==> src/rtl/rv32_pkg.sv <==
// Shared RV32 fetch definitions: machine width, the canonical NOP,
// the fetch FSM state encoding and the prefetch FIFO entry layout.
package rv32_pkg;

  localparam int XLEN = 32;

  // addi x0, x0, 0
  localparam logic [XLEN-1:0] NOP_INSTR = 32'h0000_0013;

  typedef enum logic {
    FETCH = 1'b0,
    DRAIN = 1'b1
  } fetch_state_e;

  // One prefetched instruction together with the address it came from.
  typedef struct packed {
    logic [XLEN-1:0] pc;
    logic [XLEN-1:0] instr;
  } fetch_entry_t;

  // Instruction addresses are word aligned; low bits of a target are ignored.
  function automatic logic [XLEN-1:0] align_pc(input logic [XLEN-1:0] pc);
    return {pc[XLEN-1:2], 2'b00};
  endfunction

endpackage

==> src/rtl/fetch_unit_if.sv <==
// Fetch-unit bus bundle: instruction-memory request/response, redirect
// from execute, and the instruction stream handed to decode.
// master = the fetch unit, slave = the surrounding pipeline/memory.
interface fetch_unit_if;
  import rv32_pkg::*;

  logic            imem_req_valid;
  logic            imem_req_ready;
  logic [XLEN-1:0] imem_req_addr;
  logic            imem_rsp_valid;
  logic [XLEN-1:0] imem_rsp_data;
  logic            redirect;
  logic [XLEN-1:0] redirect_pc;
  logic            de_valid;
  logic            de_ready;
  logic [XLEN-1:0] de_instr;
  logic [XLEN-1:0] de_pc;

  modport master (
    output imem_req_valid, imem_req_addr,
    input  imem_req_ready,
    input  imem_rsp_valid, imem_rsp_data,
    input  redirect, redirect_pc,
    output de_valid, de_instr, de_pc,
    input  de_ready
  );

  modport slave (
    input  imem_req_valid, imem_req_addr,
    output imem_req_ready,
    output imem_rsp_valid, imem_rsp_data,
    output redirect, redirect_pc,
    input  de_valid, de_instr, de_pc,
    output de_ready
  );

endinterface

==> src/rtl/fetch_fifo.sv <==
// Prefetch FIFO holding {pc, instr} entries between memory and decode.
// Flush empties it in one cycle and overrides any same-cycle push or pop.
// The head entry is read combinationally; there is no write-to-read bypass.
module fetch_fifo
  import rv32_pkg::*;
#(
  parameter int DEPTH = 4
) (
  input  logic                   clk,
  input  logic                   rst,
  input  logic                   push,
  input  fetch_entry_t           wdata,
  input  logic                   pop,
  input  logic                   flush,
  output logic                   full,
  output logic                   empty,
  output logic [$clog2(DEPTH):0] count,
  output fetch_entry_t           rdata
);

  localparam int AW = $clog2(DEPTH);
  localparam int CW = AW + 1;

  fetch_entry_t    mem [DEPTH];
  logic [AW-1:0]   wr_ptr;
  logic [AW-1:0]   rd_ptr;
  logic            do_push;
  logic            do_pop;

  assign full    = (count == CW'(DEPTH));
  assign empty   = (count == '0);
  assign do_push = push && !full;
  assign do_pop  = pop && !empty;
  assign rdata   = mem[rd_ptr];

  // Entry storage: data only, left unreset
  always_ff @(posedge clk) begin
    if (do_push && !flush) begin
      mem[wr_ptr] <= wdata;
    end
  end

  // Pointers and occupancy; flush wins over push and pop
  always_ff @(posedge clk or posedge rst) begin
    if (rst) begin
      wr_ptr <= '0;
      rd_ptr <= '0;
      count  <= '0;
    end else if (flush) begin
      wr_ptr <= '0;
      rd_ptr <= '0;
      count  <= '0;
    end else begin
      if (do_push) wr_ptr <= wr_ptr + AW'(1);
      if (do_pop)  rd_ptr <= rd_ptr + AW'(1);
      count <= count + CW'(do_push) - CW'(do_pop);
    end
  end

endmodule

==> src/rtl/fetch_unit.sv <==
// Instruction fetch unit: issues sequential word fetches, buffers the
// in-order responses in a prefetch FIFO and feeds decode. A redirect
// flushes the FIFO and drops responses still owed to the old stream
// (DRAIN) before fetching from the new target.
// Optional build macro FETCH_PERF_EN adds saturating perf counters
// perf_fetched / perf_flushed.
module fetch_unit
  import rv32_pkg::*;
#(
  parameter int              DEPTH    = 4,
  parameter logic [XLEN-1:0] RESET_PC = 32'h0000_0000
) (
  input  logic            clk,
  input  logic            rst,
  fetch_unit_if.master    bus
`ifdef FETCH_PERF_EN
  ,
  output logic [XLEN-1:0] perf_fetched,
  output logic [XLEN-1:0] perf_flushed
`endif
);

  localparam int            CW        = $clog2(DEPTH) + 1;
  localparam logic [CW:0]   DEPTH_LIM = (CW + 1)'(DEPTH);

  fetch_state_e    state;
  logic [XLEN-1:0] fetch_pc;
  logic [CW-1:0]   outstanding;
  logic [CW-1:0]   outstanding_nxt;
  logic [CW-1:0]   discard_cnt;
  logic [CW-1:0]   fifo_count;
  logic [CW:0]     occupancy;
  logic            fifo_full;
  logic            fifo_empty;
  logic            req_fire;
  logic            rsp_keep;
  logic            de_pop;
  logic [XLEN-1:0] rsp_pc;
  fetch_entry_t    fifo_wdata;
  fetch_entry_t    fifo_head;

  // Every queued entry or outstanding request reserves a FIFO slot, so a
  // response can always be accepted without back-pressure on memory.
  assign occupancy          = {1'b0, fifo_count} + {1'b0, outstanding};
  assign bus.imem_req_valid = !rst && (state == FETCH) && !bus.redirect &&
                              (occupancy < DEPTH_LIM);
  assign bus.imem_req_addr  = fetch_pc;
  assign req_fire           = bus.imem_req_valid && bus.imem_req_ready;

  // Responses return in order, so the oldest outstanding request's address
  // is fetch_pc minus four per request still in flight.
  assign rsp_pc     = fetch_pc - (XLEN'(outstanding) << 2);
  assign rsp_keep   = bus.imem_rsp_valid && (discard_cnt == '0) && !bus.redirect;
  assign fifo_wdata = '{pc: rsp_pc, instr: bus.imem_rsp_data};

  assign de_pop       = bus.de_valid && bus.de_ready && !bus.redirect;
  assign bus.de_valid = !fifo_empty;
  assign bus.de_instr = fifo_empty ? NOP_INSTR : fifo_head.instr;
  assign bus.de_pc    = fifo_empty ? '0 : fifo_head.pc;

  assign outstanding_nxt = outstanding + CW'(req_fire) - CW'(bus.imem_rsp_valid);

  fetch_fifo #(
    .DEPTH (DEPTH)
  ) u_fifo (
    .clk   (clk),
    .rst   (rst),
    .push  (rsp_keep),
    .wdata (fifo_wdata),
    .pop   (de_pop),
    .flush (bus.redirect),
    .full  (fifo_full),
    .empty (fifo_empty),
    .count (fifo_count),
    .rdata (fifo_head)
  );

  // Fetch FSM: PC sequencing, in-flight tracking and redirect draining
  always_ff @(posedge clk or posedge rst) begin
    if (rst) begin
      state       <= FETCH;
      fetch_pc    <= RESET_PC;
      outstanding <= '0;
      discard_cnt <= '0;
    end else begin
      outstanding <= outstanding_nxt;
      if (bus.redirect) begin
        fetch_pc <= align_pc(bus.redirect_pc);
      end else if (req_fire) begin
        fetch_pc <= fetch_pc + 32'd4;
      end
      case (state)
        FETCH: begin
          if (bus.redirect) begin
            discard_cnt <= outstanding_nxt;
            state       <= (outstanding_nxt != '0) ? DRAIN : FETCH;
          end
        end
        DRAIN: begin
          // In DRAIN every outstanding request belongs to the old stream,
          // so a further redirect simply keeps counting them down.
          if (bus.imem_rsp_valid) begin
            discard_cnt <= discard_cnt - CW'(1);
            if (discard_cnt == CW'(1)) state <= FETCH;
          end
        end
        default: state <= FETCH;
      endcase
    end
  end

`ifdef FETCH_PERF_EN
  logic            rsp_drop;
  logic [XLEN-1:0] flush_amt;

  function automatic logic [XLEN-1:0] sat_add(input logic [XLEN-1:0] a,
                                              input logic [XLEN-1:0] b);
    logic [XLEN:0] s;
    s = {1'b0, a} + {1'b0, b};
    return s[XLEN] ? '1 : s[XLEN-1:0];
  endfunction

  assign rsp_drop  = bus.imem_rsp_valid && !rsp_keep;
  assign flush_amt = (bus.redirect ? XLEN'(fifo_count) : '0) + XLEN'(rsp_drop);

  // Saturating counts of FIFO writes and of flushed or dropped instructions
  always_ff @(posedge clk or posedge rst) begin
    if (rst) begin
      perf_fetched <= '0;
      perf_flushed <= '0;
    end else begin
      perf_fetched <= sat_add(perf_fetched, XLEN'(rsp_keep));
      perf_flushed <= sat_add(perf_flushed, flush_amt);
    end
  end
`endif

  logic unused_full;
  assign unused_full = fifo_full;

endmodule

==> src/flat_wrapper.sv <==
// flat-port wrapper written by rule: the top's interface ports become plain ports
module fetch_unit_flat import rv32_pkg::*;
#(
  parameter int              DEPTH    = 4,
  parameter logic [XLEN-1:0] RESET_PC = 32'h0000_0000
)
  (clk, rst, bus_imem_req_valid, bus_imem_req_addr, bus_imem_req_ready, bus_imem_rsp_valid, bus_imem_rsp_data, bus_redirect, bus_redirect_pc, bus_de_valid, bus_de_instr, bus_de_pc, bus_de_ready);
  fetch_unit_if bus_i ();
  input  logic clk;
  input  logic rst;
  output wire logic [$bits(bus_i.imem_req_valid)-1:0] bus_imem_req_valid;
  output wire logic [$bits(bus_i.imem_req_addr)-1:0] bus_imem_req_addr;
  input wire logic [$bits(bus_i.imem_req_ready)-1:0] bus_imem_req_ready;
  input wire logic [$bits(bus_i.imem_rsp_valid)-1:0] bus_imem_rsp_valid;
  input wire logic [$bits(bus_i.imem_rsp_data)-1:0] bus_imem_rsp_data;
  input wire logic [$bits(bus_i.redirect)-1:0] bus_redirect;
  input wire logic [$bits(bus_i.redirect_pc)-1:0] bus_redirect_pc;
  output wire logic [$bits(bus_i.de_valid)-1:0] bus_de_valid;
  output wire logic [$bits(bus_i.de_instr)-1:0] bus_de_instr;
  output wire logic [$bits(bus_i.de_pc)-1:0] bus_de_pc;
  input wire logic [$bits(bus_i.de_ready)-1:0] bus_de_ready;
  assign bus_imem_req_valid = bus_i.imem_req_valid;
  assign bus_imem_req_addr = bus_i.imem_req_addr;
  assign bus_i.imem_req_ready = bus_imem_req_ready;
  assign bus_i.imem_rsp_valid = bus_imem_rsp_valid;
  assign bus_i.imem_rsp_data = bus_imem_rsp_data;
  assign bus_i.redirect = bus_redirect;
  assign bus_i.redirect_pc = bus_redirect_pc;
  assign bus_de_valid = bus_i.de_valid;
  assign bus_de_instr = bus_i.de_instr;
  assign bus_de_pc = bus_i.de_pc;
  assign bus_i.de_ready = bus_de_ready;
  fetch_unit #(.DEPTH(DEPTH), .RESET_PC(RESET_PC)) u_core (.clk(clk), .rst(rst), .bus(bus_i));
endmodule
==> config.mk <==
export PLATFORM = sky130hd
export DESIGN_NAME = fetch_unit_flat
export DESIGN_NICKNAME = d
export VERILOG_FILES = /design/src/rtl/rv32_pkg.sv /design/src/rtl/fetch_unit_if.sv /design/src/rtl/fetch_fifo.sv /design/src/rtl/fetch_unit.sv /design/src/flat_wrapper.sv
export SDC_FILE = /design/constraint.sdc
export NUM_CORES = 1
export LEC_CHECK = 0
export ABC_AREA = 1
export BUFFER_PORTS_ARGS = -buffer_cell sky130_fd_sc_hd__buf_2
export CORE_MARGIN = 5
export CORE_UTILIZATION = 40
export DETAILED_ROUTE_END_ITERATION = 12
export GPL_TIMING_DRIVEN = 1
export PLACE_DENSITY_LB_ADDON = 0.2
export SLEW_MARGIN = 20
export SYNTH_ARGS = -nofsm -noshare
export SYNTH_HDL_FRONTEND = slang
export SYNTH_SLANG_ARGS = --single-unit
==> constraint.sdc <==
create_clock -name clk -period 4.3 [get_ports clk]
set_input_delay 0.86 -clock clk [delete_from_list [all_inputs] [get_ports clk]]
set_output_delay 0.86 -clock clk [all_outputs]
set_load 0.02 [all_outputs]
==> Word level (Yosys, flattened, before mapping) <==
Memories as Yosys holds them, arrays and structs flattened.
Cells that the tools add are included.
{ "word_totals": {"word_cells": 65, "out_inout_bits": 98, "ff_bits": 46, "input_bits": 70, "mem_bits_rw": 256, "mem_count": 1} }
{ "memory_table": {"columns": ["name", "words", "width", "rd", "rd_ports_with_merged_regs", "wr", "line", "source"], "rows": [
  ["u_core.u_fifo.mem", 4, 64, 1, 0, 1, "fetch_fifo.sv:24", "fetch_entry_t mem [DEPTH];"]
]} }
{ "op_classes": {"n_addsub": 10, "n_bitwise": 1, "n_lt_le_gt_ge": 1, "mux": 19, "n_reduce_logical": 22, "eq_ne": 4} }
{ "op_table": {"columns": ["cell", "n"], "rows": [
  ["32-bit two-way mux", 4],
  ["32-bit by 3-bit adder with 32-bit output (second input constant)", 1],
  ["32-bit by 5-bit subtractor with 32-bit output", 1],
  ["1-bit logical AND", 11],
  ["3-bit two-way mux", 3],
  ["2-bit two-way mux", 4],
  ["3-bit by 1-bit adder with 3-bit output", 2],
  ["3-bit logical NOT", 2],
  ["1-bit two-way mux", 6],
  ["3-bit one-hot mux with 2 select lines", 1],
  ["2-bit nonzero test", 3],
  ["3-bit by 1-bit subtractor with 3-bit output", 2],
  ["2-bit by 1-bit adder with 2-bit output (second input constant)", 2],
  ["3-bit by 3-bit adder with 4-bit output", 1],
  ["1-bit logical NOT", 4],
  ["4-bit by 3-bit less-than comparator with 1-bit output (second input constant)", 1],
  ["2-bit != test (second input constant)", 2],
  ["3-bit by 1-bit equality test with 1-bit output (second input constant)", 1],
  ["3-bit equality test (second input constant)", 1],
  ["3-bit nonzero test", 1],
  ["3-bit by 1-bit subtractor with 3-bit output (second input constant)", 1],
  ["1-bit one-hot mux with 2 select lines", 1],
  ["2-bit AND reduction", 1],
  ["1-bit inverter", 1]
]} }

==> Logic depth before layout (Yosys ltp) <==
Gate-level depths: netlist of the first run.
{ "logic_depth": {"ltp_word": 11, "ltp_mapped": 13} }

==> By module <==
From an unflattened synthesis of the first run, not the netlist that was laid out.
{ "hier_totals": {"hier_cells": 1431, "area_unflattened_um2": 14132.3} }
{ "by_module_without_submodules": {"columns": ["module", "area_per_inst_um2", "seq_area_each_um2", "instances", "cells_each"], "rows": [
  ["fetch_fifo", 9953.3, 7862.5, 1, 683],
  ["fetch_unit", 4179.0, 925.9, 1, 748]
]} }

==> Least setup slack after synthesis of the first run <==
Ideal clock, no wire load.
{ "synth_path": {"path_type": "input-to-reg", "start": "in bus_redirect", "end": "mem u_core.u_fifo.mem[0][0] in the netlist's numbering, enable pin", "arrival_ns": 4.059, "path_stages": 6, "path_buffers": 1, "setup_ns": 0.482, "path_slack_ns": -0.241, "path_cell_list": "buf_6 > inv_2 > nand2_1 > a211oi_2 > inv_1 > nor2_1"} }
{ "synth_via": {"elab_chain_cells": 6} }
{ "synth_rtl": {"columns": ["item", "line", "source"], "rows": [
  ["start, declared", "flat_wrapper.sv:16", "input wire logic [$bits(bus_i.redirect)-1:0] bus_redirect;"],
  ["1-bit logical NOT (*)", "fetch_fifo.sv:38, fetch_unit.sv:53", null],
  ["1-bit logical AND", "fetch_unit.sv:53", "assign rsp_keep = bus.imem_rsp_valid && (discard_cnt == '0) && !bus.redirect;"],
  ["1-bit logical AND", "fetch_fifo.sv:32", "assign do_push = push && !full;"],
  ["1-bit logical AND (*)", "fetch_fifo.sv:38", "if (do_push && !flush) begin"],
  ["1-bit two-way mux (*)", "fetch_fifo.sv:38", null],
  ["1-bit two-way mux (implied by the code) (*)", "fetch_fifo.sv:39", "mem[wr_ptr] <= wdata;"],
  ["end, declared", "fetch_fifo.sv:24", null]
]} }
Mark *: on every way between the ends. The rest lies on a longest branch, timed or not.

==> Final worst setup path of the first run <==
{ "layout_path": {"start": "reg u_core.u_fifo.rd_ptr[0]", "end": "out bus_de_pc[19]"} }
{ "layout_via": {"elab_chain_cells": 2} }
{ "layout_rtl": {"columns": ["item", "line", "source"], "rows": [
  ["start, declared", "fetch_fifo.sv:26", "logic [AW-1:0] rd_ptr;"],
  ["start signal, assigned", "fetch_fifo.sv:55", "if (do_pop) rd_ptr <= rd_ptr + AW'(1);"],
  ["memory read 4 x 64 bit", null, null],
  ["32-bit two-way mux", "fetch_unit.sv:59", "assign bus.de_pc = fifo_empty ? '0 : fifo_head.pc;"],
  ["end, declared", "flat_wrapper.sv:20", "output wire logic [$bits(bus_i.de_pc)-1:0] bus_de_pc;"]
]} }
Every way passes these cells.

==> results of run 1 <==
-- flip-flops by register name, indices dropped and copies added, names as in the netlist --
signal	cells
u_core.bus.imem_req_addr	30
u_core.u_fifo.rd_ptr	2
u_core.discard_cnt	3
u_core.outstanding	3
u_core.u_fifo.count	3
u_core.u_fifo.wr_ptr	2
u_core.u_fifo.mem	248
u_core.state	1
-- critical path, stage by stage (launching register included) --
cell and delay, ns:
dfrtp_4 0.73, inv_2 0.59, buf_4 0.38, o21ai_0 0.12, a21oi_1 0.23, buf_2 0.21
-- synth_stat cells (all sizes together) (2+ instances only) --
cell    number  area, sq um
ha          17          213
dfrtp       44         1100
buf         44          260
clkinv       3         11.3
and2         3         18.8
nand2      237          932
o311ai       3         26.3
edfxtp     248         7450
fa           3         60.1
nor3         4         30.0
o21ai      135          679
clkbuf      29          109
inv         90          338
nand3       97          485
xnor2        2         17.5
nor2       349         1390
or2          3         18.8
a21oi       63          315
nand3b       2         15.0
xor2        22          193
-- report_power, final --
part	switching, mW	total (mW)	internal [mW]
registers	0.245	3.59	3.34
clock network	1.05	2.51	1.46
logic	1.97	2.80	0.830
total	3.26	8.89	5.63
-- layout make-up --
cell class                 count  share of cell area
clock buffer                  43              0.0522
tap                          448              0.0352
inverter                      93              0.0219
multi-input combinational    949               0.282
sequential                   292               0.537
timing repair buffer         178              0.0641
clock inverter                11             0.00762
-- metrics by stage --
stage | hold WS (ns) | cell area (sq um) | total power [mW] | setup WS [ns] | setup TNS [ns]
after floorplan | 0.519 | 13700 | 5.46 | -0.241 | -59.74
after global routing | 0.486 | 15900 | 9.45 | 0.320 | 0
after CTS | 0.468 | 15900 | 9.02 | 0.494 | 0
final | 0.471 | 15900 | 8.89 | 0.604 | 0
after global placement | 0.544 | 15000 | 6.46 | 1.11 | 0
after detailed placement | 0.555 | 15000 | 6.49 | 1.10 | 0
-- kinds of logic (layout without fill, tap and decap cells) --
logic type | count (synthesis) | count (layout) | share of synthesized area
other | 1 | 4 | 0.000274
AO/OA/AOI/OAI | 204 | 204 | 0.0765
flip-flops | 292 | 292 | 0.624
buffers and inverters | 166 | 325 | 0.0524
XOR/XNOR | 24 | 24 | 0.0153
adder cells (fa/ha/maj) | 20 | 20 | 0.0199
AND/OR/NAND/NOR | 697 | 697 | 0.212
-- worst max-delay path by stage --
| stage | from | depth (start not counted) | endpoint |
|---|---|---|---|
| after floorplan | bus_redirect | 6 | u_core.u_fifo.mem[0][0] |
| after global placement | u_core.u_fifo.rd_ptr[0] | 5 | bus_de_pc[19] |
| after detailed placement | u_core.u_fifo.rd_ptr[0] | 5 | bus_de_pc[19] |
| after CTS | u_core.u_fifo.rd_ptr[0] | 5 | bus_de_pc[19] |
| after global routing | u_core.u_fifo.rd_ptr[0] | 5 | bus_de_pc[19] |
| final | u_core.u_fifo.rd_ptr[0] | 5 | bus_de_pc[19] |
-- layer usage --
metal,vias to the layer above,track usage,part of all wire
li1,4958,-,-
met1,4685,0.240,0.47
met2,249,0.285,0.46
met3,50,0.0279,0.050
met4,0,0.0378,0.020
met5,-,0,0
==> reports/summary.txt, run 1 <==
Worst hold-check path type: in2async
Row count: 67
Initial antenna violation count: 0
Hold Buf Count CTS: 0
Initial Util: 0.407
Latest clock arrival within the worst-skew pair: 0.57 ns
RSZ-0062 raised after global routing: false
Max_cap viols: 0
Fin cells: 2014
Rel. slew slack: 0.562
Final nets: 1635
Pin count of the biggest net entering global routing: 63
Crit path DAT: 2.84 ns
RR Endpoint: u_core.u_fifo.count[2]
Post-DRT Antenna Nets: 0
Reg2reg path depth: 13
CTS tree: built
GRT Overall Usage: 0.172
Fin util: 0.472
Fraction of layout cells with a size suffix above 1: 0.169
Ys flop type: edfxtp_1
H-Tree Level Count: 1
Measured slew at the worst slew-check pin: 0.656 ns
Via count: 9942
Max VDD drop: 0.000350 V
Fin. max-slew vios: 0
First-pass GRT wire length: 53.1 mm
Crit Path Category: reg2out
Total core area: 33700 sq um
Final setup fails: 0
Peak Freq: 0.271 GHz
Vias/cell: 4.94
Crit-path max FO: 57
PD cells: 558 nW/um^2
Outcome: finished clean
GRT Residual Overflow: 0
Worst Path Required: 3.44 ns
Flop2flop setup slack: 1.55 ns
Initial DRC Count: 532
CTS resizes: 0
WL/cell: 16.6 microns
Clk_skew: 0.0143 ns
Syn Inst Count: 1404
WL final: 33.3 mm
Startpoint Class: flop
Worst setup EP type: primary output
Die span in x: 195 microns
Clock Path Buffers: 3
Post-synth ARST share: 0.151
LEAKAGE: 6.36 nW
Commonest non-fill, non-tap cells in the layout: nor2_1, edfxtp_1, nand2_1
Die area: 38100 sq um
DP Wirelength: 21.1 mm
Seq cells post-synth: 292
Synthesis-to-finish area growth: 16.2%
EDFF count, synth: 248
Synth warn: 0
Reg area: 8550 sq um
Post-Syn Area per Cell: 9.76 sq um
Post-CTS setup buffer count: 0
Period utilization: 0.860
I/O Pins: 168
Min Tclk post-route: 3.70 ns
Clock Pin Slew Worst Setup and Hold Paths: 0.06 ns
Multi-input logic area: 4490 sq um
Filler cell count in the final layout: 3192
Port Buffers: 161
Synth unique cells: 37
CTS buffer count: 31
Cell count after placement: 1960
Ant. Diodes: 0
Register area share after synthesis: 0.624
Root buffer selected by CTS: clkbuf_16
Gpl congestion: 0.869
Die height: 195 microns
Reg2Reg Launch Point: u_core.u_fifo.count[1]
Clock sink count: 292
DRC Markers: 0
Hold Fails Final Rpt: 0
Vias in the first global route: 9764
Most common cell after layout, fill and taps aside: nor2_1
Drt pass-1 iters: 5
Mapped Area: 13700 sq um
No activity file was read; power rests on OpenSTA's default activity.
==> run 2: changes to the inputs <==
--- a/config.mk
+++ b/config.mk
@@ -5,9 +5,9 @@
 export SDC_FILE = /design/constraint.sdc
 export NUM_CORES = 1
 export LEC_CHECK = 0
-export ABC_AREA = 1
+export ABC_AREA = 0
 export BUFFER_PORTS_ARGS = -buffer_cell sky130_fd_sc_hd__buf_2
-export CORE_MARGIN = 5
+export CORE_MARGIN = 3
 export CORE_UTILIZATION = 40
 export DETAILED_ROUTE_END_ITERATION = 12
 export GPL_TIMING_DRIVEN = 1
==> reports/summary.txt, run 2 <==
Reg2reg path depth: 13 (unchanged)
Clk_skew: 0.0243 ns (+0.0100 ns)
Crit path DAT: 2.59 ns (-0.25 ns)
Most common cell after layout, fill and taps aside: edfxtp_1
Post-synth ARST share: 0.151 (unchanged)
Filler cell count in the final layout: 2760 (-14%)
Multiplexer share of the synthesized area: 0.113 (+0.113)
Vias/cell: 5.29 (+7.2%)
GRT Overall Usage: 0.167 (-0.00462)
Max_cap viols: 0 (unchanged)
Gpl congestion: 0.769 (-12%)
Die height: 186 microns (-4.9%)
Max incr delay on CP: 0.81 ns (+0.08 ns)
GRT Residual Overflow: 0 (unchanged)
Outcome: finished clean
Hold slack: 0.516 ns (+0.0453 ns)
Row count: 65 (-3.0%)
Top post-synthesis cells by area: edfxtp_1, mux4_2, dfrtp_1
Die span in x: 186 microns (-4.9%)
DRC Markers: 0 (unchanged)
Initial antenna violation count: 0 (unchanged)
Flop2flop setup slack: 1.24 ns (-0.31 ns)
Post-DRT Antenna Nets: 0 (unchanged)
Comb power frac: 0.290 (-0.025)
Buf+Inv Stages, Crit Path: 2 (-1)
Crit-path max FO: 32 (-44%)
RR Endpoint: u_core.state
Clock sink count: 292 (unchanged)
Sw Share: 0.321 (-0.0449)
Synth top area share: 0.577 (+0.0340)
Worst setup EP type: primary output
I/O Pins: 168 (unchanged)
H-Tree Level Count: 2 (+1)
Fin cells: 1401 (-30%)
Clock power frac: 0.307 (+0.025)
Cells along the critical path: buf_12 > mux4_2 > and2_1 > buf_2
Cell count after placement: 1343 (-31%)
Worst Setup EP: bus_de_instr[19]
Clock Pin Slew Worst Setup and Hold Paths: 0.06 ns (about the same)
Worst path slowest cell: dfrtp_4
Register area share after synthesis: 0.663 (+0.0390)
Synth Area in Simple Gates: 0.111 (-0.101)
Initial DRC Count: 389 (-27%)
Peak Freq: 0.290 GHz (+7.1%)
Fin. max-slew vios: 0 (unchanged)
Internal: 5.96 mW (+5.9%)
Synth unique cells: 65 (+76%)
Measured slew at the worst slew-check pin: 0.689 ns (+0.0324 ns)
Via count: 7417 (-25%)
Reg2Reg Launch Point: u_core.u_fifo.count[2]
Root buffer selected by CTS: clkbuf_16
Delay-heaviest family, CP: flip-flops
Pin count of the biggest net entering global routing: 45 (-29%)
Mapped Area: 12900 sq um (-5.9%)
CTS tree: built
First-pass GRT wire length: 44.2 mm (-17%)
Hold Fails Final Rpt: 0 (unchanged)
Min Tclk post-route: 3.45 ns (-0.244 ns)
Vias in the first global route: 7633 (-22%)
Compound-Gate Fraction of Synth Area: 0.0361 (-0.0404)
CTS buffer count: 34 (+9.7%)
Most frequent cell after synthesis: edfxtp_1
RSZ-0062 raised after global routing: false
Seq pwr share: 0.403 (about the same)
Worst Path Required: 3.44 ns (about the same)
Seq cells post-synth: 292 (unchanged)
Ant. Diodes: 0 (unchanged)
P_sw: 2.82 mW (-13%)
Largest family of logic cells by synthesized area: multiplexers
Synth top cells by count: edfxtp_1, and2_1, mux4_2
Multi-input logic area: 3980 sq um (-11%)
Final WS setup: 0.848 ns (+0.244 ns)
Max FFs per register: 248 (unchanged)
Rel. slew slack: 0.537 (-0.0245)
Worst hold-check path type: in2async
Fraction of layout cells with a size suffix above 1: 0.323 (+0.155)
Post-Syn Area per Cell: 16.0 sq um (+64%)
Initial Util: 0.408 (+0.00101)
WL/cell: 20.3 microns (+23%)
Syn Inst Count: 807 (-43%)
Total core area: 31600 sq um (-6.1%)
Crit Path Category: reg2out
Synthesis-to-finish area growth: 18.0%
Largest Register: u_core.u_fifo.mem
Final nets: 1067 (-35%)
Hold Buf Count CTS: 0 (unchanged)
Port Buffers: 161 (unchanged)
Ys flop type: edfxtp_1
Largest area contributor in the netlist: edfxtp_1
Die area: 34400 sq um (-9.5%)
EDFF count, synth: 248 (unchanged)
Commonest non-fill, non-tap cells in the layout: edfxtp_1, buf_2, mux4_2
Adder-cell share of the synthesized area: 0.0211 (+0.00125)
Reg area: 8560 sq um (about the same)
Latest clock arrival within the worst-skew pair: 0.51 ns (-0.06 ns)
DP Wirelength: 18.4 mm (-13%)
Pre-CTS WS: 0.925 ns (-0.173 ns)
Max VDD drop: 0.000379 V (+8.3%)
Synth warn: 0 (unchanged)
Period utilization: 0.803 (-0.0567)
LEAKAGE: 5.59 nW (-12%)
XOR/XNOR Fraction of Synth Area: 0.0257 (+0.0104)
Clock Path Buffers: 3 (unchanged)
Post-CTS setup buffer count: 0 (unchanged)
Final setup fails: 0 (unchanged)
Design area: 15200 sq um (-4.4%)
DP Area: 14200 sq um (-5.3%)
PD cells: 577 nW/um^2 (+3.4%)
WL final: 28.5 mm (-15%)
Setup crit start: u_core.u_fifo.rd_ptr[0]
Drt pass-1 iters: 5 (unchanged)
CTS resizes: 0 (unchanged)
Crit path depth: 4 (-1)
Startpoint Class: flop
Setup_tns: 0 ns (unchanged)
run 2: metal layers:
metal,wire length [microns],share of wire,track usage,vias up
met4,505,0.018,0.0423,0
met5,0,0,0,-
met1,12900,0.45,0.238,3743
met2,13500,0.47,0.268,206
li1,-,-,-,3432
met3,1600,0.056,0.0317,36
run 2: worst reg2reg max path: cells and delay by family, from the launching register on:
kind | cells | cell delay (ns)
DFF | 1 | 0.43
and+or+nand+nor | 3 | 0.79
adders and majority gates | 3 | 0.81
xor gates and xnor gates | 2 | 0.31
AOI/OAI and AO/OA | 2 | 0.19
buffers and inverters | 3 | 0.39
run 2: power groups by stage:
stage | Clock (mW) | Sequential, mW | Combinational (mW)
floorplan | 0 | 3.48 | 1.84
global placement | 0 | 3.60 | 2.60
detailed placement | 0 | 3.61 | 2.62
CTS | 2.79 | 3.55 | 2.63
global route | 2.90 | 3.58 | 2.82
finish | 2.70 | 3.54 | 2.55
run 2: cell type report:
type                            instances  area share
Clock buffer                           39      0.0585
Clock inverter                         19      0.0101
Inverter                               26     0.00641
Multi-Input combinational cell        440       0.262
Sequential cell                       292       0.562
Tap cell                              402      0.0331
Timing Repair Buffer                  183      0.0679
run 2: worst min-delay path by stage:
stage	endpoint	start	cells after the start
floorplan	u_core.outstanding[2]	u_core.outstanding[2]	1
global placement	u_core.u_fifo.wr_ptr[0]	u_core.u_fifo.wr_ptr[0]	1
detailed placement	u_core.u_fifo.wr_ptr[0]	u_core.u_fifo.wr_ptr[0]	1
CTS	u_core.discard_cnt[2]	rst	3
global route	u_core.u_fifo.mem[0][31]	bus_imem_rsp_data[31]	1
finish	u_core.discard_cnt[2]	rst	3
run 2: cell families (layout without fill, tap and decap cells):
group,count (synthesis),count (layout)
other,1,4
and+or+nand+nor,244,244
DFF,292,292
AOI/OAI and AO/OA,67,67
adders and majority gates,20,20
xor gates and xnor gates,37,37
muxes,68,68
buffers and inverters,78,267
run 2: through the flow:
stage | power [mW] | util
2_1_floorplan | 5.33 | -
3_3_place_gp | 6.21 | 0.448
3_5_place_dp | 6.23 | 0.448
4_1_cts | 8.96 | 0.481
5_1_grt | 9.30 | 0.481
6_report | 8.79 | 0.481
